==> src/rtl/spi_regfile_if.sv <==
// SPI pins and register-file side outputs of spi_regfile.
// The slave modport belongs to the register file and the master modport to the bus driver.
interface spi_regfile_if #(
    parameter int DW   = 32,
    parameter int AW   = 8,
    parameter int NREG = 4
);
    logic               sclk;
    logic               mosi;
    logic               cs;
    logic               miso;
    logic [NREG*DW-1:0] out;
    logic               wr_stb;
    logic [AW-2:0]      wr_adr;
    logic               busy;

    modport master (
        output sclk, mosi, cs,
        input  miso, out, wr_stb, wr_adr, busy
    );

    modport slave (
        input  sclk, mosi, cs,
        output miso, out, wr_stb, wr_adr, busy
    );
endinterface

==> src/rtl/spi_regfile.sv <==
// SPI mode-0 slave register file, oversampled in the clk domain.
// The command word is {R/W, address}, followed by DW-bit data words with optional auto-increment.
module spi_regfile #(
    parameter int            DW      = 32,
    parameter int            AW      = 8,
    parameter int            NREG    = 4,
    parameter logic [DW-1:0] RST_VAL = '0,
    parameter bit            BURST   = 1'b1
) (
    input  logic         clk,
    input  logic         clr,
    spi_regfile_if.slave bus
);
    localparam int CW = $clog2((AW > DW ? AW : DW) + 1);

    typedef enum logic [1:0] {IDLE, CMD, DATA} state_t;

    logic [1:0] sclk_s_q, mosi_s_q, cs_s_q, seen_q;
    logic       sclk_l_q, cs_l_q, arm_q;
    logic       rise_q, fall_q, csf_q, csr_q, busy_q;

    state_t                 state_q, state_d;
    logic [CW-1:0]          cnt_q, cnt_d;
    logic [DW-2:0]          rx_q, rx_d;
    logic [DW-1:0]          tx_q, tx_d;
    logic                   wr_q, wr_d;
    logic [AW-2:0]          adr_q, adr_d;
    logic                   done_q, done_d;
    logic                   miso_q, miso_d;
    logic                   wr_stb_q, wr_stb_d;
    logic [AW-2:0]          wr_adr_q, wr_adr_d;
    logic [NREG-1:0][DW-1:0] regs_q, regs_d;

    logic [DW-1:0] word, rd_cmd, rd_nxt;
    logic [AW-1:0] cmd;
    logic [AW-2:0] adr_nxt;

    // Synchronise pins; a cs fall only counts once a real cs high has been seen after reset.
    always_ff @(posedge clk or posedge clr) begin
        if (clr) begin
            sclk_s_q <= '0;
            mosi_s_q <= '0;
            cs_s_q   <= '1;
            seen_q   <= '0;
            sclk_l_q <= 1'b0;
            cs_l_q   <= 1'b1;
            arm_q    <= 1'b0;
            rise_q   <= 1'b0;
            fall_q   <= 1'b0;
            csf_q    <= 1'b0;
            csr_q    <= 1'b0;
            busy_q   <= 1'b0;
        end else begin
            sclk_s_q <= {sclk_s_q[0], bus.sclk};
            mosi_s_q <= {mosi_s_q[0], bus.mosi};
            cs_s_q   <= {cs_s_q[0], bus.cs};
            seen_q   <= {seen_q[0], 1'b1};
            sclk_l_q <= sclk_s_q[1];
            cs_l_q   <= cs_s_q[1];
            arm_q    <= arm_q | (seen_q[1] & cs_s_q[1]);
            rise_q   <= sclk_s_q[1] & ~sclk_l_q;
            fall_q   <= ~sclk_s_q[1] & sclk_l_q;
            csf_q    <= arm_q & cs_l_q & ~cs_s_q[1];
            csr_q    <= ~cs_l_q & cs_s_q[1];
            busy_q   <= ~cs_s_q[1];
        end
    end

    // FSM, shift registers and register file state.
    always_ff @(posedge clk or posedge clr) begin
        if (clr) begin
            state_q  <= IDLE;
            cnt_q    <= '0;
            rx_q     <= '0;
            tx_q     <= '0;
            wr_q     <= 1'b0;
            adr_q    <= '0;
            done_q   <= 1'b0;
            miso_q   <= 1'b0;
            wr_stb_q <= 1'b0;
            wr_adr_q <= '0;
            regs_q   <= {NREG{RST_VAL}};
        end else begin
            state_q  <= state_d;
            cnt_q    <= cnt_d;
            rx_q     <= rx_d;
            tx_q     <= tx_d;
            wr_q     <= wr_d;
            adr_q    <= adr_d;
            done_q   <= done_d;
            miso_q   <= miso_d;
            wr_stb_q <= wr_stb_d;
            wr_adr_q <= wr_adr_d;
            regs_q   <= regs_d;
        end
    end

    // Next-state: command decode, data shifting, commit and burst advance.
    always_comb begin
        state_d  = state_q;
        cnt_d    = cnt_q;
        rx_d     = rx_q;
        tx_d     = tx_q;
        wr_d     = wr_q;
        adr_d    = adr_q;
        done_d   = done_q;
        miso_d   = miso_q;
        wr_stb_d = 1'b0;
        wr_adr_d = wr_adr_q;
        regs_d   = regs_q;

        word    = {rx_q, mosi_s_q[1]};
        cmd     = word[AW-1:0];
        adr_nxt = adr_q + (AW-1)'(1);
        rd_cmd  = '0;
        rd_nxt  = '0;
        for (int k = 0; k < NREG; k++) begin
            if (cmd[AW-2:0] == (AW-1)'(k)) rd_cmd = regs_q[k];
            if (adr_nxt == (AW-1)'(k)) rd_nxt = regs_q[k];
        end

        unique case (state_q)
            IDLE: begin
                miso_d = 1'b0;
                if (csf_q) begin
                    state_d = CMD;
                    cnt_d   = '0;
                    done_d  = 1'b0;
                end
            end
            CMD: begin
                miso_d = 1'b0;
                if (rise_q) begin
                    rx_d = word[DW-2:0];
                    if (cnt_q == CW'(AW - 1)) begin
                        wr_d    = cmd[AW-1];
                        adr_d   = cmd[AW-2:0];
                        tx_d    = rd_cmd;
                        cnt_d   = '0;
                        state_d = DATA;
                    end else begin
                        cnt_d = cnt_q + CW'(1);
                    end
                end
            end
            DATA: begin
                if (done_q) begin
                    miso_d = 1'b0;
                end else begin
                    if (fall_q) begin
                        miso_d = wr_q ? 1'b0 : tx_q[DW-1];
                        tx_d   = tx_q << 1;
                    end
                    if (rise_q) begin
                        rx_d = word[DW-2:0];
                        if (cnt_q == CW'(DW - 1)) begin
                            cnt_d = '0;
                            for (int k = 0; k < NREG; k++) begin
                                if (wr_q && adr_q == (AW-1)'(k)) begin
                                    regs_d[k] = word;
                                    wr_stb_d  = 1'b1;
                                    wr_adr_d  = adr_q;
                                end
                            end
                            if (BURST) begin
                                adr_d = adr_nxt;
                                tx_d  = rd_nxt;
                            end else begin
                                done_d = 1'b1;
                            end
                        end else begin
                            cnt_d = cnt_q + CW'(1);
                        end
                    end
                end
            end
            default: state_d = IDLE;
        endcase

        if (csr_q) begin
            state_d = IDLE;
            miso_d  = 1'b0;
        end
    end

    assign bus.miso   = miso_q;
    assign bus.out    = regs_q;
    assign bus.wr_stb = wr_stb_q;
    assign bus.wr_adr = wr_adr_q;
    assign bus.busy   = busy_q;
endmodule
==> src/flat_wrapper.sv <==
// flat-port wrapper written by rule: the top's interface ports become plain ports
module spi_regfile_flat 
#(
    parameter int            DW      = 32,
    parameter int            AW      = 8,
    parameter int            NREG    = 4,
    parameter logic [DW-1:0] RST_VAL = '0,
    parameter bit            BURST   = 1'b1
)
  (clk, clr, bus_sclk, bus_mosi, bus_cs, bus_miso, bus_out, bus_wr_stb, bus_wr_adr, bus_busy);
  spi_regfile_if #(.DW(DW), .AW(AW), .NREG(NREG)) bus_i ();
  input  logic clk;
  input  logic clr;
  input wire logic [$bits(bus_i.sclk)-1:0] bus_sclk;
  input wire logic [$bits(bus_i.mosi)-1:0] bus_mosi;
  input wire logic [$bits(bus_i.cs)-1:0] bus_cs;
  output wire logic [$bits(bus_i.miso)-1:0] bus_miso;
  output wire logic [$bits(bus_i.out)-1:0] bus_out;
  output wire logic [$bits(bus_i.wr_stb)-1:0] bus_wr_stb;
  output wire logic [$bits(bus_i.wr_adr)-1:0] bus_wr_adr;
  output wire logic [$bits(bus_i.busy)-1:0] bus_busy;
  assign bus_i.sclk = bus_sclk;
  assign bus_i.mosi = bus_mosi;
  assign bus_i.cs = bus_cs;
  assign bus_miso = bus_i.miso;
  assign bus_out = bus_i.out;
  assign bus_wr_stb = bus_i.wr_stb;
  assign bus_wr_adr = bus_i.wr_adr;
  assign bus_busy = bus_i.busy;
  spi_regfile #(.DW(DW), .AW(AW), .NREG(NREG), .RST_VAL(RST_VAL), .BURST(BURST)) u_core (.clk(clk), .clr(clr), .bus(bus_i));
endmodule
==> config.mk <==
export PLATFORM = sky130hd
export DESIGN_NAME = spi_regfile_flat
export DESIGN_NICKNAME = d
export VERILOG_FILES = /design/src/rtl/spi_regfile_if.sv /design/src/rtl/spi_regfile.sv /design/src/flat_wrapper.sv
export SDC_FILE = /design/constraint.sdc
export NUM_CORES = 1
export LEC_CHECK = 0
export CAP_MARGIN = 10
export CELL_PAD_IN_SITES_DETAIL_PLACEMENT = 1
export CELL_PAD_IN_SITES_GLOBAL_PLACEMENT = 1
export CORE_ASPECT_RATIO = 1.1
export CORE_MARGIN = 2
export CORE_UTILIZATION = 30
export CTS_CLUSTER_SIZE = 25
export DETAILED_ROUTE_END_ITERATION = 12
export HOLD_SLACK_MARGIN = 0.05
export PLACE_DENSITY = 0.56
export SLEW_MARGIN = 5
export SYNTH_ARGS = -nofsm -noshare
export SYNTH_HDL_FRONTEND = slang
export SYNTH_SLANG_ARGS = --single-unit
==> constraint.sdc <==
create_clock -name clk -period 13.3 [get_ports clk]
set_input_delay 1.33 -clock clk [delete_from_list [all_inputs] [get_ports clk]]
set_output_delay 1.33 -clock clk [all_outputs]
set_load 0.05 [all_outputs]
## Yosys cells after proc, flatten, opt, wreduce, memory -nomap -nowiden

Index checks and enable logic that the tools add are counted.
Widths: inputs -> output; s select.

- Add/subtract/negate cells: 2
- Equality and inequality tests: 24
- Mux-type cells: 56
- Bitwise gates (word level): 12
- Reductions and logical operators: 27

Operators with widths:

| cell | number |
|---|---|
| $mux 32 | 14 |
| $pmux 32 s2 | 1 |
| $mux 7 | 9 |
| $mux 31 | 2 |
| $pmux 31 s2 | 1 |
| $eq 7x2->1 const B | 6 |
| $mux 6 | 6 |
| $reduce_and 5->1 | 6 |
| $eq 7x1->1 const B | 3 |
| $logic_not 7->1 | 3 |
| $pmux 6 s3 | 1 |
| $mux 1 | 14 |
| $pmux 7 s2 | 1 |
| $ne 2x1->1 const B | 6 |
| $ne 3x1->1 const B | 3 |
| $mux 2 | 4 |
| $reduce_and 4->1 | 2 |
| $add 7x1->7 const B | 1 |
| $add 6x1->6 const B | 1 |
| $and 1x1->1 | 6 |
| $eq 6x3->1 const B | 1 |
| $eq 6x5->1 const B | 1 |
| $pmux 2 s3 | 1 |
| $reduce_and 2->1 | 3 |
| other kinds (15) | 25 |

- Bits in registers: 233
- Input bits: 5
- Output and inout bits: 138
- Logic and storage cells: 147

## Logic depth before layout (Yosys ltp)

- Depth after elaboration: 10
- Mapped depth: 10
- Depth with buffers taken out: 7

## Worst setup path after synthesis

Ideal clock, no wire load.

- Path kind: reg2reg
- Start: reg u_core.adr_q[0]
- End: reg u_core.tx_q[29]
- Library setup time: 0.086 ns
- Arrival time: 1.930 ns
- Required time: 13.214 ns
- Setup slack: 11.284 ns
- Stages on the path, launching flop included: 11
- Buffers on the path: 3
- Period minus slack after synthesis: 2.016 ns
- Cells stage by stage: dfrtp_1 -> buf_4 -> inv_1 -> ha_1 -> buf_2 -> nor2b_1 -> buf_2 -> a221oi_1 -> o31ai_1 -> a21oi_1 -> nor3_1

- Longest elaborated chain between the ends: 10
- Elaborated cells between the ends (all ways): 13
- Those cells by class: add/sub: 1; eq/ne: 3; mux: 8; reduce/logical: 1

RTL lines:

| element | line | source |
|---|---|---|
| start: declaration | spi_regfile.sv:27 | `logic [AW-2:0] adr_q, adr_d;` |
| start signal: assignment | spi_regfile.sv:89 | `adr_q <= adr_d;` |
| $add 7x1->7 (*) | spi_regfile.sv:114 | `adr_nxt = adr_q + (AW-1)'(1);` |
| $logic_not 7->1 | spi_regfile.sv:119 | `if (adr_nxt == (AW-1)'(k)) rd_nxt = regs_q[k];` |
| $mux 32 (3 in series) | spi_regfile.sv:119 |  |
| $mux 32 (*) | spi_regfile.sv:119 |  |
| $mux 32 (*) | spi_regfile.sv:156 | `if (cnt_q == CW'(DW - 1)) begin` |
| $mux 32 (*) | spi_regfile.sv:154 | `if (rise_q) begin` |
| $mux 32 (*) | spi_regfile.sv:147 | `if (done_q) begin` |
| $pmux 32 s2 (*) | spi_regfile.sv:122 | `unique case (state_q)` |
| end signal: assignment | spi_regfile.sv:87 | `tx_q <= tx_d;` |
| end: declaration | spi_regfile.sv:25 | `logic [DW-1:0] tx_q, tx_d;` |

Every way passes the cells marked *; elsewhere a longest branch is shown, timed or not. The select of a mux whose other input is x is not followed.
A chain may end at the register's enable or synchronous reset.

## Final worst setup path

- Start: reg u_core.state_q[0]
- End: reg u_core.regs_q (netlist bit u_core.bus.out[33])

- Longest elaborated chain between the ends: 2

RTL lines:

| element | line | source |
|---|---|---|
| start: declaration | spi_regfile.sv:22 | `state_t state_q, state_d;` |
| start signal: assignment | spi_regfile.sv:84 | `state_q <= state_d;` |
| $eq 2x2->1 | spi_regfile.sv:122 |  |
| $reduce_and 5->1 (no line) | -- |  |
| end signal: assignment | spi_regfile.sv:82 | `regs_q <= {NREG{RST_VAL}};` |
| end signal: assignment | spi_regfile.sv:94 | `regs_q <= regs_d;` |
| end: declaration | spi_regfile.sv:32 | `logic [NREG-1:0][DW-1:0] regs_q, regs_d;` |

Every way passes these cells.

==> parameters.txt <==
Parameter                              Value

Critical path
  Largest stage delay on the critical path ... between 0.6 and 0.7 ns
  Critical path buffer and inverter count ... 1
  Standard cell with the maximum stage delay on the critical path ... sky130_fd_sc_hd__ha_2
  Required time of the critical path ... between 10 and 15 ns
  Arrival time reported for the critical path endpoint ... 3.69 ns
  Critical path, cell by cell ... inv_1 > ha_2 > nor4bb_1 > and2_1 > nand3_4 > mux2_1
  Reg-to-Reg Start ... u_core.state_q[0]$_DFFE_PP0P_
  Startpoint types ... flip-flop
  CP Class ... flip-flop to flip-flop
  Endpoint kind of the worst setup timing path ... flip-flop
  Cell family with most CP delay ... simple AND/OR/NAND/NOR gates
  Max Fanout on Critical Path ... 33
  Crit path from ... u_core.state_q[0]$_DFFE_PP0P_

Synthesis
  Adder and majority cell fraction of the synthesized area ... 1.27%
  Fraction of synthesized cell area taken by the top area cell type ... between 40% and 50%
  Mapped Area ... approximately 12000 um2
  Simple-gate portion of the synthesized area ... 10.6%
  Nets in the synthesized netlist ... 996
  Syn Inst Count ... slightly below 1000
  Number of library cell types mapped by synthesis ... 64
  Number of synthesized register bits ... about 230
  Post-synthesis sequential area ratio ... 49.1%
  Number of warning messages in the yosys log ... 0
  Number of flops mapped to enable cells by yosys ... 0
  Syn Area/Cell ... 12.1 um2
  Ys async rst share ... between 90% and 100%
  Top cells by area, synth ... sky130_fd_sc_hd__dfrtp_1 48%, sky130_fd_sc_hd__mux2_2 14%, sky130_fd_sc_hd__mux4_2 6.1%
  Predominant post-synthesis flop cell ... sky130_fd_sc_hd__dfrtp_1
  Parity-gate share of the synthesized area counting xor and xnor cells ... 0.0741%
  Cell taking the most area after synthesis ... sky130_fd_sc_hd__dfrtp_1
  Fraction of synthesized area in multiplexers ... 23.8%
  Compound-gate portion of the synthesized area ... between 10% and 20%
  Main combinational cell family by area after synthesis ... multiplexers

STA
  Final Critical Period ... 3.27 ns
  Number of pins with negative max-slew slack in the final report ... 0
  Share of the clock period used by the worst path after layout ... 24.6%
  Final worst clock skew ... 0.0140 ns
  Fmax ... 306 MHz
  RSZ-0062 raised after global routing ... false
  Headroom to the max-slew limit ... 21.8%
  Final Hold Viols ... 0
  Final-layout worst hold slack ... around 0.35 ns
  Worst-margin pin slew ... 1.17 ns
  Setup TNS after final layout ... 0 ns
  Fin worst setup slack ... 10.03 ns
  Setup violators final ... 0

Global routing
  Wire length of the first global-routing pass ... between 50 and 60 mm
  Overflow left after global routing ... 0
  Global-route usage over all layers ... 18.1%
  Antenna violations before repair ... 0
  Number of global-route vias before repair ... about 9300
  Maximum number of pins on one net before global-route repair ... 131

Pwr
  Sequential fraction of design power ... 42.5%
  Part of the power in the clock network ... between 30% and 40%
  Leakage dissipation ... 6.53 nW
  Cell-internal power ... 0.00128 W
  Cell Pwr Density ... 131 nW/um2
  Switch share ... about a third
  Share of total power in combinational logic ... a little under a fifth
  Maximum resistive drop on vdd ... about 76 uV
  Reported net switching power ... 0.000621 W

Detailed routing
  DRC Markers ... 0
  Final routed wire length divided by cell count ... 23.1 um
  Vias per std cell ... about 5.4
  Remaining antenna violation count ... 0
  Iteration count of the initial detailed-routing pass ... 4
  Final wirelength ... 37.2 mm
  Drt initial violations ... roughly 450
  Total via count in the routed design ... 8621

Clocking
  Clock insertion delay at the later pin of the skew report ... between 0.5 and 0.6 ns
  Reg clk slew, reported paths ... 0.06 ns
  Buffers inserted during post-CTS setup optimization ... 0
  Resized cells post-CTS ... 0
  Total clock sinks ... 232
  Bufs on Longest Clock Path ... 3
  Hold_buf cts ... 0
  Buffer cell driving the clock tree root ... sky130_fd_sc_hd__clkbuf_16
  TritonCTS clock tree ... yes
  Total number of H-tree levels ... 1
  CTS buffer count ... 27

Placement
  Pre-CTS setup slack ... 9.89 ns
  # placed instances ... 1561
  Port Buffer Count ... 142
  GP Congestion ... around 0.73
  Post-detail-place hpwl ... 22.6 mm

Die
  Initial Utilization ... 30.3%
  Width of the chip ... 193 um
  Die Y-Extent ... about 210 um
  Boundary Pins ... ~140
  Row Count ... 76
  Die area ... 41000 um2
  Core area ... 39000 um2

Layout
  Share of final-layout standard cells stronger than drive strength 1 ... 24.1%
  Cell Count, Final, Fillers Out ... 1609
  Layout net count ... 1100
  Growth of design area from synthesis to finish ... 22.7%
  Antenna diode count ... 0

Hold path
  Startpoint of the tightest hold check path ... u_core.seen_q[0]$_DFF_PP0_
  Class of the tightest hold or removal check ... flip-flop to flip-flop

Outcome
  Status ... completed

Flow run
  Max-cap check violation count ... 0
worst register-to-register path, stage by stage, from the launching register on:
cell and delay (ns):
sky130_fd_sc_hd__dfrtp_1 0.42, sky130_fd_sc_hd__inv_1 0.15, sky130_fd_sc_hd__ha_2 0.64, sky130_fd_sc_hd__nor4bb_1 0.30
sky130_fd_sc_hd__and2_1 0.44, sky130_fd_sc_hd__nand3_4 0.63, sky130_fd_sc_hd__mux2_1 0.58
power by group through the flow:
stage	clock network, W	registers, W	logic, W
2_1_floorplan	0	0.000764	0.000284
3_3_place_gp	0	0.000822	0.000350
3_5_place_dp	0	0.000824	0.000355
4_1_cts	0.000768	0.000810	0.000356
5_1_grt	0.000795	0.000818	0.000384
6_report	0.000746	0.000810	0.000350
flip-flops by register name (all words and copies together), names as in the netlist, 2 cells and up:
name               cells
u_core.adr_q           7
u_core.bus.out       128
u_core.bus.wr_adr      7
u_core.cnt_q           6
u_core.cs_s_q          2
u_core.mosi_s_q        2
u_core.rx_q           31
u_core.sclk_s_q        2
u_core.seen_q          2
u_core.state_q         2
u_core.tx_q           32
layout make-up:
type,instances,area [um2]
fill,4166,24500
clock buffer,40,785
clock inverter,8,90.1
tap,507,634
multi-input combinational,653,5600
sequential,232,5810
inverter,13,56.3
timing repair buffer,156,1530
cells in the final DEF, fill, tap and decap left out, types with 12 or more instances in the layout:
cell | synthesis | layout
sky130_fd_sc_hd__mux4_2 | 32 | 32
sky130_fd_sc_hd__o22ai_1 | 17 | 17
sky130_fd_sc_hd__a21oi_1 | 35 | 35
sky130_fd_sc_hd__inv_1 | 13 | 12
sky130_fd_sc_hd__nand2_1 | 73 | 73
sky130_fd_sc_hd__clkdlybuf4s50_1 | 0 | 142
sky130_fd_sc_hd__nor2b_1 | 19 | 18
sky130_fd_sc_hd__nor3_1 | 13 | 13
sky130_fd_sc_hd__mux2i_1 | 32 | 32
sky130_fd_sc_hd__mux2_2 | 149 | 149
sky130_fd_sc_hd__nor2_1 | 54 | 54
sky130_fd_sc_hd__a22oi_1 | 15 | 15
sky130_fd_sc_hd__buf_4 | 7 | 14
sky130_fd_sc_hd__o21ai_0 | 16 | 16
sky130_fd_sc_hd__nor4_1 | 26 | 26
sky130_fd_sc_hd__clkbuf_16 | 0 | 27
sky130_fd_sc_hd__dfrtp_1 | 229 | 226
sky130_fd_sc_hd__a221oi_1 | 39 | 39
sky130_fd_sc_hd__a2111oi_0 | 15 | 15
logic make-up after synthesis:
logic type      Yosys count
fa+ha+maj                12
buf+inv                  94
mux                     221
xor+xnor                  1
other cells               1
compound gates          180
simple gates            238
flops                   232
metrics by stage:
step	power [W]	util [%]	area [um2]
after floorplan	0.00105	-	11800
after detailed placement	0.00118	35.0	13600
after global routing	0.00200	37.2	14500
final	0.00191	37.2	14500
after CTS	0.00193	37.2	14500
after global placement	0.00117	35.0	13600
synth_stat cells (3+ instances only):
library cell	instances
sky130_fd_sc_hd__a2111oi_0	15
sky130_fd_sc_hd__a21oi_1	35
sky130_fd_sc_hd__a221oi_1	39
sky130_fd_sc_hd__a22oi_1	15
sky130_fd_sc_hd__a31oi_1	4
sky130_fd_sc_hd__and3_1	5
sky130_fd_sc_hd__buf_1	5
sky130_fd_sc_hd__buf_2	32
sky130_fd_sc_hd__buf_4	7
sky130_fd_sc_hd__buf_6	3
sky130_fd_sc_hd__clkbuf_1	34
sky130_fd_sc_hd__dfrtp_1	229
sky130_fd_sc_hd__dfstp_2	3
sky130_fd_sc_hd__ha_1	12
sky130_fd_sc_hd__inv_1	13
sky130_fd_sc_hd__mux2_1	8
sky130_fd_sc_hd__mux2_2	149
sky130_fd_sc_hd__mux2i_1	32
sky130_fd_sc_hd__mux4_2	32
sky130_fd_sc_hd__nand2_1	73
sky130_fd_sc_hd__nand2b_1	5
sky130_fd_sc_hd__nand3_1	10
sky130_fd_sc_hd__nand3_4	4
sky130_fd_sc_hd__nand3b_1	9
sky130_fd_sc_hd__nand4_1	3
sky130_fd_sc_hd__nor2_1	54
sky130_fd_sc_hd__nor2b_1	19
sky130_fd_sc_hd__nor3_1	13
sky130_fd_sc_hd__nor4_1	26
sky130_fd_sc_hd__o21ai_0	16
sky130_fd_sc_hd__o22ai_1	17
sky130_fd_sc_hd__o2bb2ai_1	10
sky130_fd_sc_hd__o31ai_1	9
metal layers:
metal / track usage [%] / vias up / share of wire, %
met4: 3.50 / 0 / 1.3
met1: 24.4 / 4542 / 46
met2: 31.3 / 150 / 49
met5: 0 / - / 0
li1: - / 3899 / -
met3: 2.55 / 30 / 3.8
final timing paths:
path / to / slack (ns) / depth (start not counted)
setup / recovery: u_core.bus.out[33]$_DFFE_PP0P_ / 10.03 / 6
hold / removal: u_core.seen_q[1]$_DFF_PP0_ / 0.35 / 0
setup reg to reg: u_core.bus.out[33]$_DFFE_PP0P_ / 10.03 / 6
hold reg to reg: u_core.seen_q[1]$_DFF_PP0_ / 0.35 / 0
max in group asynchronous: u_core.mosi_s_q[1]$_DFF_PP0_ / 10.61 / 3
min in group asynchronous: u_core.tx_q[29]$_DFFE_PP0P_ / 1.33 / 2
(Power assumes the default switching activity.)
